$ cat src/rtl/data_mem_controller_pkg.sv
// Shared types and constants for the MEM-stage data-memory controller.
//   - Controller FSM state type and width.
//   - Byte-enable width for the 32-bit bus.
//   - Access-size decode and alignment helpers.
package data_mem_controller_pkg;

   localparam int unsigned DMC_STATE_WIDTH = 2;
   localparam int unsigned BYTEEN_WIDTH    = 4;

   typedef enum logic [DMC_STATE_WIDTH-1:0] {
      StIdle   = 2'd0,
      StAccess = 2'd1,
      StDone   = 2'd2
   } dmc_state_e;

   typedef enum logic [1:0] {
      SizeWord = 2'd0,
      SizeHalf = 2'd1,
      SizeByte = 2'd2
   } access_size_e;

   // Byte wins if both size flags are set; neither set means a word.
   function automatic access_size_e decode_size(input logic is_byte, input logic is_half);
      if (is_byte) begin
         return SizeByte;
      end else if (is_half) begin
         return SizeHalf;
      end
      return SizeWord;
   endfunction

   function automatic logic is_misaligned(input access_size_e size, input logic [1:0] addr_lo);
      case (size)
         SizeWord: return addr_lo != 2'b00;
         SizeHalf: return addr_lo[0];
         default:  return 1'b0;
      endcase
   endfunction

endpackage

$ cat src/rtl/mem_lane_align.sv
// Big-endian byte-lane steering for the 32-bit data bus (purely combinational).
// Ports:
//   size       in  : access size (word/half/byte)
//   addr_lo    in  : byte offset within the word
//   sign_ext   in  : sign-extend byte/half loads
//   store_data in  : store data, right-justified
//   load_data  in  : raw word from the bus
//   byte_en    out : lane enables, bit 3 = bits 31:24
//   wr_data    out : store data replicated onto every candidate lane
//   rd_data    out : selected lane, zero/sign extended to 32 bits
module mem_lane_align
   import data_mem_controller_pkg::*;
(
   input  access_size_e            size,
   input  logic [1:0]              addr_lo,
   input  logic                    sign_ext,
   input  logic [31:0]             store_data,
   input  logic [31:0]             load_data,
   output logic [BYTEEN_WIDTH-1:0] byte_en,
   output logic [31:0]             wr_data,
   output logic [31:0]             rd_data
);

   logic [7:0]  lane8;
   logic [15:0] lane16;

   // Offset 0 is the most significant byte.
   always_comb begin
      lane8 = load_data[7:0];
      unique case (addr_lo)
         2'd0: lane8 = load_data[31:24];
         2'd1: lane8 = load_data[23:16];
         2'd2: lane8 = load_data[15:8];
         2'd3: lane8 = load_data[7:0];
      endcase
      lane16 = addr_lo[1] ? load_data[15:0] : load_data[31:16];
   end

   always_comb begin
      byte_en = 4'b1111;
      wr_data = store_data;
      rd_data = load_data;
      case (size)
         SizeByte: begin
            byte_en = 4'b1000 >> addr_lo;
            wr_data = {4{store_data[7:0]}};
            rd_data = {{24{sign_ext & lane8[7]}}, lane8};
         end
         SizeHalf: begin
            byte_en = addr_lo[1] ? 4'b0011 : 4'b1100;
            wr_data = {2{store_data[15:0]}};
            rd_data = {{16{sign_ext & lane16[15]}}, lane16};
         end
         default: begin
            byte_en = 4'b1111;
            wr_data = store_data;
            rd_data = load_data;
         end
      endcase
   end

endmodule

$ cat src/rtl/data_mem_controller.sv
// MEM-stage data-memory controller.
// Turns a load/store in MEM into a registered request/ready access on the data bus,
// stalls the pipeline while the access is outstanding, and tracks the LL/SC reservation.
// Ports:
//   clock, reset_n            : clock, async active-low reset
//   MEM_Mem* / MEM_LLSC       : access type, size, sign, LL/SC marker
//   MEM_Address/MEM_WriteData : byte address, store data
//   IF_Stall                  : pipeline frozen; keeps the FSM parked in DONE
//   Exception_Flush           : drops the LL reservation
//   MEM_ReadData              : load result (1/0 for SC)
//   MEM_Stall_Controller      : hold MEM and earlier stages
//   MEM_AddrErrLoad/Store     : misaligned access flags
//   DataMem_*                 : registered bus request, Ready/ReadData response
module data_mem_controller
   import data_mem_controller_pkg::*;
#(
   parameter int unsigned ADDR_WIDTH = 32,
   parameter int unsigned DATA_WIDTH = 32
) (
   input  logic                    clock,
   input  logic                    reset_n,
   input  logic                    MEM_MemRead,
   input  logic                    MEM_MemWrite,
   input  logic                    MEM_MemByte,
   input  logic                    MEM_MemHalf,
   input  logic                    MEM_MemSignExtend,
   input  logic                    MEM_LLSC,
   input  logic [ADDR_WIDTH-1:0]   MEM_Address,
   input  logic [DATA_WIDTH-1:0]   MEM_WriteData,
   input  logic                    IF_Stall,
   input  logic                    Exception_Flush,
   output logic [DATA_WIDTH-1:0]   MEM_ReadData,
   output logic                    MEM_Stall_Controller,
   output logic                    MEM_AddrErrLoad,
   output logic                    MEM_AddrErrStore,
   output logic [ADDR_WIDTH-3:0]   DataMem_Address,
   output logic [DATA_WIDTH-1:0]   DataMem_WriteData,
   output logic [BYTEEN_WIDTH-1:0] DataMem_ByteEn,
   output logic                    DataMem_Read,
   output logic                    DataMem_Write,
   input  logic                    DataMem_Ready,
   input  logic [DATA_WIDTH-1:0]   DataMem_ReadData
);

   dmc_state_e state_q, state_d;

   logic [ADDR_WIDTH-3:0]   addr_q, addr_d;
   logic [BYTEEN_WIDTH-1:0] byte_en_q, byte_en_d;
   logic [DATA_WIDTH-1:0]   wdata_q, wdata_d;
   logic                    read_q, read_d;
   logic                    write_q, write_d;
   logic [DATA_WIDTH-1:0]   rdata_q, rdata_d;
   logic                    ll_valid_q, ll_valid_d;
   logic [ADDR_WIDTH-3:0]   ll_addr_q, ll_addr_d;

   access_size_e            size;
   logic [ADDR_WIDTH-3:0]   word_addr;
   logic                    misaligned;
   logic                    is_idle;
   logic                    ll_match;
   logic                    sc_fail;
   logic                    req;
   logic [BYTEEN_WIDTH-1:0] lane_byte_en;
   logic [DATA_WIDTH-1:0]   lane_wr_data;
   logic [DATA_WIDTH-1:0]   lane_rd_data;

   assign size       = decode_size(MEM_MemByte, MEM_MemHalf);
   assign word_addr  = MEM_Address[ADDR_WIDTH-1:2];
   assign misaligned = is_misaligned(size, MEM_Address[1:0]);
   assign is_idle    = (state_q == StIdle);
   assign ll_match   = ll_valid_q & (ll_addr_q == word_addr);

   // Only judged in IDLE: after a successful SC the reservation is already gone in DONE,
   // yet the instruction is still in MEM and must keep seeing its result of 1.
   assign sc_fail = is_idle & MEM_MemWrite & MEM_LLSC & ~ll_match;
   assign req     = (MEM_MemRead | MEM_MemWrite) & ~misaligned & ~sc_fail;

   // MEM inputs are frozen by the stall while in ACCESS, so the live size/offset
   // also select the right lanes when the read data comes back.
   mem_lane_align u_lane_align (
      .size       (size),
      .addr_lo    (MEM_Address[1:0]),
      .sign_ext   (MEM_MemSignExtend),
      .store_data (MEM_WriteData),
      .load_data  (DataMem_ReadData),
      .byte_en    (lane_byte_en),
      .wr_data    (lane_wr_data),
      .rd_data    (lane_rd_data)
   );

   always_comb begin
      state_d    = state_q;
      addr_d     = addr_q;
      byte_en_d  = byte_en_q;
      wdata_d    = wdata_q;
      read_d     = read_q;
      write_d    = write_q;
      rdata_d    = rdata_q;
      ll_valid_d = ll_valid_q;
      ll_addr_d  = ll_addr_q;

      case (state_q)
         StIdle: begin
            if (req) begin
               state_d   = StAccess;
               addr_d    = word_addr;
               byte_en_d = lane_byte_en;
               wdata_d   = lane_wr_data;
               // A write takes precedence so both strobes can never rise together.
               write_d   = MEM_MemWrite;
               read_d    = MEM_MemRead & ~MEM_MemWrite;
            end
         end
         StAccess: begin
            if (DataMem_Ready) begin
               state_d = StDone;
               read_d  = 1'b0;
               write_d = 1'b0;
               if (read_q) begin
                  rdata_d = lane_rd_data;
                  if (MEM_LLSC) begin
                     ll_valid_d = 1'b1;
                     ll_addr_d  = addr_q;
                  end
               end
               if (write_q) begin
                  // Only a matching SC ever reaches the bus, so it always succeeds here.
                  if (MEM_LLSC) begin
                     rdata_d = 32'd1;
                  end
                  if (ll_valid_q && (addr_q == ll_addr_q)) begin
                     ll_valid_d = 1'b0;
                  end
               end
            end
         end
         StDone: begin
            if (!IF_Stall) begin
               state_d = StIdle;
            end
         end
         default: state_d = StIdle;
      endcase

      if (Exception_Flush) begin
         ll_valid_d = 1'b0;
      end
   end

   always_ff @(posedge clock or negedge reset_n) begin
      if (!reset_n) begin
         state_q    <= StIdle;
         addr_q     <= '0;
         byte_en_q  <= '0;
         wdata_q    <= '0;
         read_q     <= 1'b0;
         write_q    <= 1'b0;
         rdata_q    <= '0;
         ll_valid_q <= 1'b0;
         ll_addr_q  <= '0;
      end else begin
         state_q    <= state_d;
         addr_q     <= addr_d;
         byte_en_q  <= byte_en_d;
         wdata_q    <= wdata_d;
         read_q     <= read_d;
         write_q    <= write_d;
         rdata_q    <= rdata_d;
         ll_valid_q <= ll_valid_d;
         ll_addr_q  <= ll_addr_d;
      end
   end

   assign MEM_Stall_Controller = (is_idle & req) | (state_q == StAccess);
   assign MEM_AddrErrLoad      = MEM_MemRead & misaligned;
   assign MEM_AddrErrStore     = MEM_MemWrite & misaligned;
   assign MEM_ReadData         = sc_fail ? '0 : rdata_q;

   assign DataMem_Address   = addr_q;
   assign DataMem_WriteData = wdata_q;
   assign DataMem_ByteEn    = byte_en_q;
   assign DataMem_Read      = read_q;
   assign DataMem_Write     = write_q;

endmodule

$ cat config.mk
export PLATFORM = sky130hd
export DESIGN_NAME = data_mem_controller
export DESIGN_NICKNAME = d
export VERILOG_FILES = /design/src/rtl/data_mem_controller_pkg.sv /design/src/rtl/mem_lane_align.sv /design/src/rtl/data_mem_controller.sv
export SDC_FILE = /design/constraint.sdc
export NUM_CORES = 1
export LEC_CHECK = 0
export BUFFER_PORTS_ARGS = -buffer_cell sky130_fd_sc_hd__buf_2
export CAP_MARGIN = 40
export CORE_MARGIN = 10
export CORE_UTILIZATION = 30
export CTS_CLUSTER_DIAMETER = 100
export DETAILED_ROUTE_END_ITERATION = 8
export PLACE_DENSITY = 0.47
export SYNTH_ARGS = -nofsm -noshare
export SYNTH_HDL_FRONTEND = slang
export SYNTH_SLANG_ARGS = --single-unit
$ cat constraint.sdc
create_clock -name clock -period 4.08 [get_ports clock]
set_clock_uncertainty 0.15 [all_clocks]
set_input_delay 0.816 -clock clock [delete_from_list [all_inputs] [get_ports clock]]
set_output_delay 0.816 -clock clock [all_outputs]
set_load 0.05 [all_outputs]
Word-level counts from Yosys, hierarchy flattened
Index checks and enable logic that the tools add are counted.

Output and inout bits: 103. Bits in registers: 133. Word-level logic and storage cells: 86.

Reduce and logical (&&, ||, !) cells: 14. Equal/unequal tests: 12. Shifts and indexed selects: 1. Bitwise logic cells: 18. Mux-type cells: 32.

Operator list (count): two-way mux 32 bit (4); case mux 32 bit (2 select lines) (2); equality test 30 bit (2); case mux 8 bit (4 select lines) (1); two-way mux 16 bit (1); bitwise AND 1 bit (12); two-way mux 1 bit (12); two-way mux 2 bit (6); equality test 2 bit, second input constant (4); case mux 4 bit (2 select lines) (1); nonzero test 2 bit (4); equality test 2 x 1 -> 1 bit, second input constant (3); zero test 2 bit (3); case mux 1 bit (2 select lines) (3); case mux 2 bit (3 select lines) (1); AND reduction 2 bit (3); AND reduction 3 bit (2); two-way mux 4 bit (1); != test 2 bit, second input constant (2); inverter 1 bit (4); AND reduction 4 bit (1); right shift 4 x 2 -> 4 bit, first input constant (1); != test 2 x 1 -> 1 bit, second input constant (1); bitwise OR 1 bit (2); logical AND 1 bit (1).

Longest topological paths before layout
Gate-level depths: netlist of the first run.

Depth after elaboration: 10. Depth in mapped cells: 8. Gate-level depth less buffers: 6.

By module
From an unflattened synthesis of the first run, not the netlist that was laid out.

Cells, all modules: 1199. Area, all modules: 9653.0 um2.

Modules (own cells, without submodules): data_mem_controller (sequential area each 3328.2 um2, cells an instance 1001, area each 8423.1 um2, instances 1); mem_lane_align (sequential area each 0.0 um2, cells an instance 198, area each 1229.9 um2, instances 1).

Worst setup path after synthesis of the first run
OpenSTA, ideal clock, no wires.

Path kind: input-to-output. From: input MEM_Address[11]. To: output MEM_Stall_Controller. Stages: 6. Slack: 730 ps. Path buffers: 0. Arrival time: 2384 ps. Required time: 3114 ps. Cell sequence: xnor2_1 > nand4_1 > nor4_2 > a21bo_2 > o21ai_0 > a21oi_1.

Word-level cells in the longest chain between the ends: 8.

RTL lines: start, declared (RTL line data_mem_controller.sv:28) `input logic [ADDR_WIDTH-1:0] MEM_Address,`; equality test 30 bit (RTL line data_mem_controller.sv:71) `assign ll_match = ll_valid_q & (ll_addr_q == word_addr);`; bitwise AND 1 bit (RTL line data_mem_controller.sv:71); inverter 1 bit (RTL line data_mem_controller.sv:75) `assign sc_fail = is_idle & MEM_MemWrite & MEM_LLSC & ~ll_match;`; bitwise AND 1 bit (RTL line data_mem_controller.sv:75); inverter 1 bit (RTL line data_mem_controller.sv:76) `assign req = (MEM_MemRead | MEM_MemWrite) & ~misaligned & ~sc_fail;`; bitwise AND 1 bit (RTL line data_mem_controller.sv:76); bitwise AND 1 bit (RTL line data_mem_controller.sv:174) `assign MEM_Stall_Controller = (is_idle & req) | (state_q == StAccess);`; bitwise OR 1 bit (RTL line data_mem_controller.sv:174); end, declared (RTL line data_mem_controller.sv:33) `output logic MEM_Stall_Controller,`.

No other way between the ends.

Final worst setup path of the first run
From: input MEM_Address[25]. To: output MEM_ReadData[27].

Word-level cells in the longest chain between the ends: 5.

RTL lines: equality test 30 bit (RTL line data_mem_controller.sv:71); bitwise AND 1 bit (RTL line data_mem_controller.sv:71); inverter 1 bit (RTL line data_mem_controller.sv:75); bitwise AND 1 bit (RTL line data_mem_controller.sv:75); two-way mux 32 bit (RTL line data_mem_controller.sv:177) `assign MEM_ReadData = sc_fail ? '0 : rdata_q;`; end, declared (RTL line data_mem_controller.sv:32) `output logic [DATA_WIDTH-1:0] MEM_ReadData,`.

No other way between the ends.

==> run_results.csv, run 1 <==
group,metric,value,unit
outcome,outcome,"finished, final reports clean",
sta,fin_crit,3730,ps
synthesis,yosys_warnings,0,
setup_path,worstSetupPathType,"input port to primary output",
layout,area_delta_synth_final,27.36,%
floorplan,boundaryPins,210,
power_and_ir_drop,power.leakage,4.226,nW
clock_tree,cts_setup_buffers,0,
setup_path,cp.required,3110,ps
place,place_hpwl,16230,um
detailed_routing,vias,5359,
global_route,grt_max_degree,54,
setup_path,critPathCaptureType,"primary output",
clock_tree,cts_tree,"yes",
sta,tns,0,ps
floorplan,coreArea,22710,um^2
floorplan,die_area,29590,um^2
detailed_routing,drtIter0Drc,298,
synthesis,synth_edf_count,0,
clock_tree,cts_root_buf,"clkbuf_16",
run,maxCapViolations,0,
synthesis,yosys_most_used_dff,"dfrtp_1",
detailed_routing,wl,21340,um
sta,maxSlewHeadroom,49.88,%
clock_tree,clkTransAtPathRegs,60,ps
detailed_routing,dr.pass1.iters,5,
clock_tree,h-tree-depth,4,
layout,nNetsFinal,932,
synthesis,synth_cell_types,45,
floorplan,initial_utilization,30.53,%
floorplan,die_w,172.0,um
layout,layout_commonest_cell,"buf_2",
synthesis,synthArstFlopShare,100.0,%
layout,layout-drive-gt1-share,41.17,%
global_route,antenna_found_initial,0,
synthesis,muxShareOfSynthArea,21.75,%
sta,maxSlewViolCount,0,
place,numPortBuffers,209,
synthesis,seq_area_frac_synth,48.01,%
clock_tree,hold_buffers,0,
power_and_ir_drop,power_density,886.2,nW/um^2
synthesis,synth_top_family_by_area,"multiplexers",
sta,setup_violations,0,
layout,final_cell_mix,"buf_2, dfrtp_1, mux2_2",
power_and_ir_drop,ir_drop,453.9,uV
clock_tree,ctsResizeCount,0,
global_route,grt_pass1_wl,33490,um
hold_path,hold_class,"input port to async pin",
layout,diodes,0,
floorplan,rows,55,
setup_path,start_kind,"input port",
layout,fin_util,38.88,%
clock_tree,cts_buffers,17,
synthesis,netlist_area,6933,um^2
synthesis,synth_compound_area_share,8.609,%
clock_tree,worst_skew_pair.late_latency,420,ps
clock_tree,cts_sinks,133,
place,place_congestion,0.7567,
global_route,grt_pass1_vias,5868,
synthesis,synthAdderAreaFrac,0,%
setup_path,worst_ep_arrival_time,2760,ps
global_route,grt_overflow_total,0,
clock_tree,cts_max_path_buffers,2,
global_route,track_usage,14.63,%
synthesis,synthCells,620,
sta,hold_viol,0,
sta,finalCritPeriodShare,91.43,%
synthesis,avgSynthCellArea,11.18,um^2
synthesis,synth_nets,727,
setup_path,crit_fanout,32,
floorplan,die_h,172.0,um
synthesis,ys_ff_latch,133,
detailed_routing,ant_nets,0,
synthesis,yosys.area_share.simple,10.61,%
sta,rsz0062_at_grt,"no",
detailed_routing,route.detailed.drc,0,
detailed_routing,vias_per_cell,4.772,
synthesis,synthXorXnorAreaFrac,7.580,%
sta,fmax,268.1,MHz
detailed_routing,wl_per_cell,19.00,um
sta,tightest_slew,750.3,ps
-- path summary, 6_finish.rpt --
| path | from | to | slack, ps | depth (start not counted) |
|---|---|---|---|---|
| max reg2reg | ll_addr_q[23] | DataMem_Address[22] | 1470 | 7 |
| max | MEM_Address[25] | MEM_ReadData[27] | 350 | 9 |
| max in group asynchronous | reset_n | DataMem_WriteData[12] | 2770 | 2 |
| min reg2reg | rdata_q[27] | rdata_q[27] | 320 | 2 |
| min in group clock | rdata_q[27] | rdata_q[27] | 320 | 2 |
| min | reset_n | DataMem_Address[12] | 190 | 1 |
-- flip-flops by register name (all words and copies together) (netlist names) --
register           count
DataMem_ByteEn         4
ll_valid_q             1
DataMem_Read           1
DataMem_Address       30
state_q                2
ll_addr_q             30
DataMem_WriteData     32
DataMem_Write          1
rdata_q               32
-- worst max-delay path, cell delays in order --
cell and delay [ps]:
buf_2 120, xnor2_1 280, nand4_1 210, nor4_2 350
a21oi_1 190, nand2_1 100, buf_4 250, and2_1 180
buf_2 260
-- cell usage after synthesis, types with 2 or more instances --
library cell	count	area [um^2]
nor2b_1	2	12.51
nor4_1	7	43.79
mux2_2	85	957.2
nand3_1	5	25.02
buf_8	3	45.04
or2_2	2	12.51
nand2b_1	3	18.77
and2_1	36	225.2
o21ai_0	49	245.2
buf_2	10	50.05
inv_1	13	48.80
nor2_1	5	18.77
clkbuf_1	14	52.55
xor2_1	27	236.5
mux2i_1	19	190.2
buf_4	3	22.52
dfrtp_1	133	3328
nand2_1	72	270.3
o211a_1	7	70.07
xnor2_1	33	289.0
nor3_1	2	10.01
a31oi_1	2	12.51
a41oi_1	6	52.55
nand4_1	9	56.30
nor4_2	2	25.02
a21oi_1	23	115.1
mux2_1	30	337.8
-- where the power goes --
part | switching, mW | internal [mW] | total, mW | leakage, nW
clock | 0.614 | 0.916 | 1.53 | 0.277
combinational | 2.62 | 1.21 | 3.83 | 2.30
sequential | 0.522 | 1.94 | 2.46 | 1.65
-- kinds of logic (layout without fill, tap and decap cells) --
group                     Yosys count  after routing
muxes                             135            135
xor gates and xnor gates           60             60
buffers and inverters              46            264
DFF                               133            133
and+or+nand+nor                   147            147
AOI/OAI and AO/OA                  99             99
-- routing by layer --
| layer | part of all wire (%) | global-route usage [%] |
|---|---|---|
| met5 | 0 | 0 |
| met4 | 1.1 | 4.535 |
| met3 | 7.3 | 4.400 |
| met2 | 46 | 22.51 |
| met1 | 46 | 19.28 |
-- layout make-up --
| cell class | instances | area, um^2 |
|---|---|---|
| multi-input combinational | 441 | 3368 |
| tap | 285 | 356.6 |
| clock buffer | 20 | 446.7 |
| sequential | 133 | 3328 |
| fill | 2346 | 13880 |
| inverter | 13 | 48.80 |
| timing repair buffer | 219 | 1152 |
| clock inverter | 12 | 128.9 |
-- metrics by stage --
stage	worst slack, ps	cell area, um^2	hold WS [ps]	total power, mW	std cells
after floorplan	729.8	6933	291.8	5.337	620
after global placement	384.1	8254	312.7	6.356	1091
after detailed placement	299.9	8254	312.4	6.375	1091
after CTS	287.9	8830	206.5	7.941	1123
after global routing	142.7	8830	212.4	8.303	1123
final	349.6	8830	191.6	7.825	1123
Note: power is estimated with default switching activity, not from simulation.
==> run 2: changes to the inputs <==
- CORE_UTILIZATION: 30 -> 40
- MAX_ROUTING_LAYER: unset -> met4
- PLACE_DENSITY: 0.47 -> 0.61
==> run 2 against run 1 <==
Against the previous run: utilization grew 12 points; register-to-register slack better by 60 ps; sequential share of layout area up 0.32 points; first-iteration DRC count shrank 14%; sequential power hardly changed; largest power group unchanged; clock-buffer cell count rose by 4; critical endpoint is now MEM_ReadData[24]; largest cell class unchanged.
==> run_results.csv, run 2 (same netlist as run 1, synthesis figures left out) <==
group,metric,value,unit
outcome,outcome,"finished, final reports clean",
clock_tree,ctsResizeCount,0,
setup_path,ff2ff_setup_slack,1530,ps
clock_tree,worst_skew_pair.late_latency,410,ps
layout,fin_util,51.15,%
power_and_ir_drop,ir_drop,479.7,uV
place,numPortBuffers,209,
clock_tree,cts_buffers,17,
layout,area_delta_synth_final,26.29,%
setup_path,start_kind,"input port",
clock_tree,cts_setup_buffers,0,
sta,hold_viol,0,
global_route,track_usage,17.45,%
setup_path,path_cells,"buf_2 -> xnor2_1 -> nand4_1 -> nor4_2 -> a21oi_1 -> nand2_1 -> buf_4 -> and2_1 -> buf_2",
sta,fmax,271.1,MHz
detailed_routing,wl_per_cell,18.73,um
clock_tree,clkTransAtPathRegs,60,ps
run,maxCapViolations,0,
clock_tree,cts_max_path_buffers,2,
sta,rsz0062_at_grt,"no",
layout,fillers,1599,
setup_path,crit-reg2reg-launch,"ll_addr_q[9]",
sta,whs,277.6,ps
power_and_ir_drop,power.total,7.811,mW
layout,fin_cells,1063,
setup_path,worst_ep_arrival_time,2720,ps
setup_path,crit_fanout,32,
floorplan,rows,48,
clock_tree,cts_sinks,133,
global_route,grt_pass1_vias,5709,
sta,setup_violations,0,
place,place_congestion,0.8457,
global_route,antenna_found_initial,0,
sta,maxSlewViolCount,0,
setup_path,r2r_cells,7,
detailed_routing,dr.pass1.iters,5,
floorplan,die_w,151.7,um
floorplan,die_area,23000,um^2
layout,diodes,0,
detailed_routing,vias,5432,
sta,maxSlewHeadroom,44.56,%
setup_path,crit_top_cell,"buf_2",
detailed_routing,ant_nets,0,
setup_path,reg2reg_to,"DataMem_WriteData[7]",
setup_path,critical_path.top_delay_family,"simple AND/OR/NAND/NOR gates",
layout,layout_commonest_cell,"buf_2",
detailed_routing,vias_per_cell,5.110,
global_route,grt_overflow_total,0,
sta,tightest_slew,830.7,ps
sta,tns,0,ps
floorplan,die_h,151.7,um
detailed_routing,wl,19910,um
sta,fin_crit,3689,ps
global_route,grt_max_degree,79,
layout,nNetsFinal,932,
setup_path,cp.required,3110,ps
detailed_routing,route.detailed.drc,0,
setup_path,critPathCaptureType,"primary output",
clock_tree,cts_root_buf,"clkbuf_16",
place,place_hpwl,15390,um
setup_path,worstSetupPathType,"input port to primary output",
detailed_routing,drtIter0Drc,255,
sta,finalCritPeriodShare,90.41,%
global_route,grt_pass1_wl,30370,um
power_and_ir_drop,power_density,892.1,nW/um^2
floorplan,initial_utilization,40.50,%
clock_tree,h-tree-depth,4,
floorplan,coreArea,17120,um^2
setup_path,crit_path_max_incr_delay,420,ps
hold_path,hold_class,"input port to async pin",
layout,final_cell_mix,"buf_2, dfrtp_1, mux2_2",
clock_tree,cts_tree,"yes",
setup_path,crit_slowest_cell,"nor4_2",
clock_tree,hold_buffers,0,
place,place_inst,1031,
setup_path,cp_num_buf_inv,3,
setup_path,path_depth,9,
floorplan,boundaryPins,210,
power_and_ir_drop,power.leakage,4.238,nW
layout,layout-drive-gt1-share,41.05,%
-- run 2: per-layer routing --
| metal | track usage (%) | up-vias | part of all wire, % |
|---|---|---|---|
| met5 | - | - | 0 |
| met4 | 7.054 | 0 | 2.3 |
| met3 | 4.455 | 33 | 6.9 |
| met2 | 27.00 | 182 | 47 |
| met1 | 21.44 | 2645 | 44 |
| li1 | - | 2572 | - |
-- run 2: report_power, final --
part           internal [mW]  switching, mW  total (mW)
logic                   1.21           2.62        3.82
clock network          0.962          0.559        1.52
registers               1.94          0.523        2.47
total                   4.11           3.70        7.81
-- run 2: through the flow --
stage,worst slack [ps],area (um^2)
floorplan,729.8,6933
global placement,440.5,8167
detailed placement,366.3,8167
CTS,367.2,8756
global route,172.4,8756
finish,391.2,8756
-- run 2: worst max path at each step --
stage	from	to	slack [ps]
3_3_place_gp	MEM_Address[11]	MEM_ReadData[0]	440
4_1_cts	MEM_Address[28]	MEM_ReadData[24]	370
2_1_floorplan	MEM_Address[11]	MEM_Stall_Controller	730
3_5_place_dp	MEM_Address[28]	MEM_ReadData[24]	370
5_1_grt	MEM_Address[28]	MEM_ReadData[24]	170
6_report	MEM_Address[11]	MEM_ReadData[24]	390
-- run 2: cell type report --
cell class	instances	area, um^2	area share, %
Clock buffer	24	491.7	5.616
Timing Repair Buffer	219	1140	13.02
Tap cell	225	281.5	3.215
Inverter	13	48.80	0.5573
Clock inverter	8	97.59	1.115
Sequential cell	133	3328	38.01
Multi-Input combinational cell	441	3368	38.47
-- run 2: worst register-to-register path, cell delays in order, from the launching register on --
cell     delay [ps]
dfrtp_1         410
xnor2_1         220
nand4_1         150
nor4_2          420
a21oi_1         220
nor2_4          180
buf_12          280
mux2_2          410
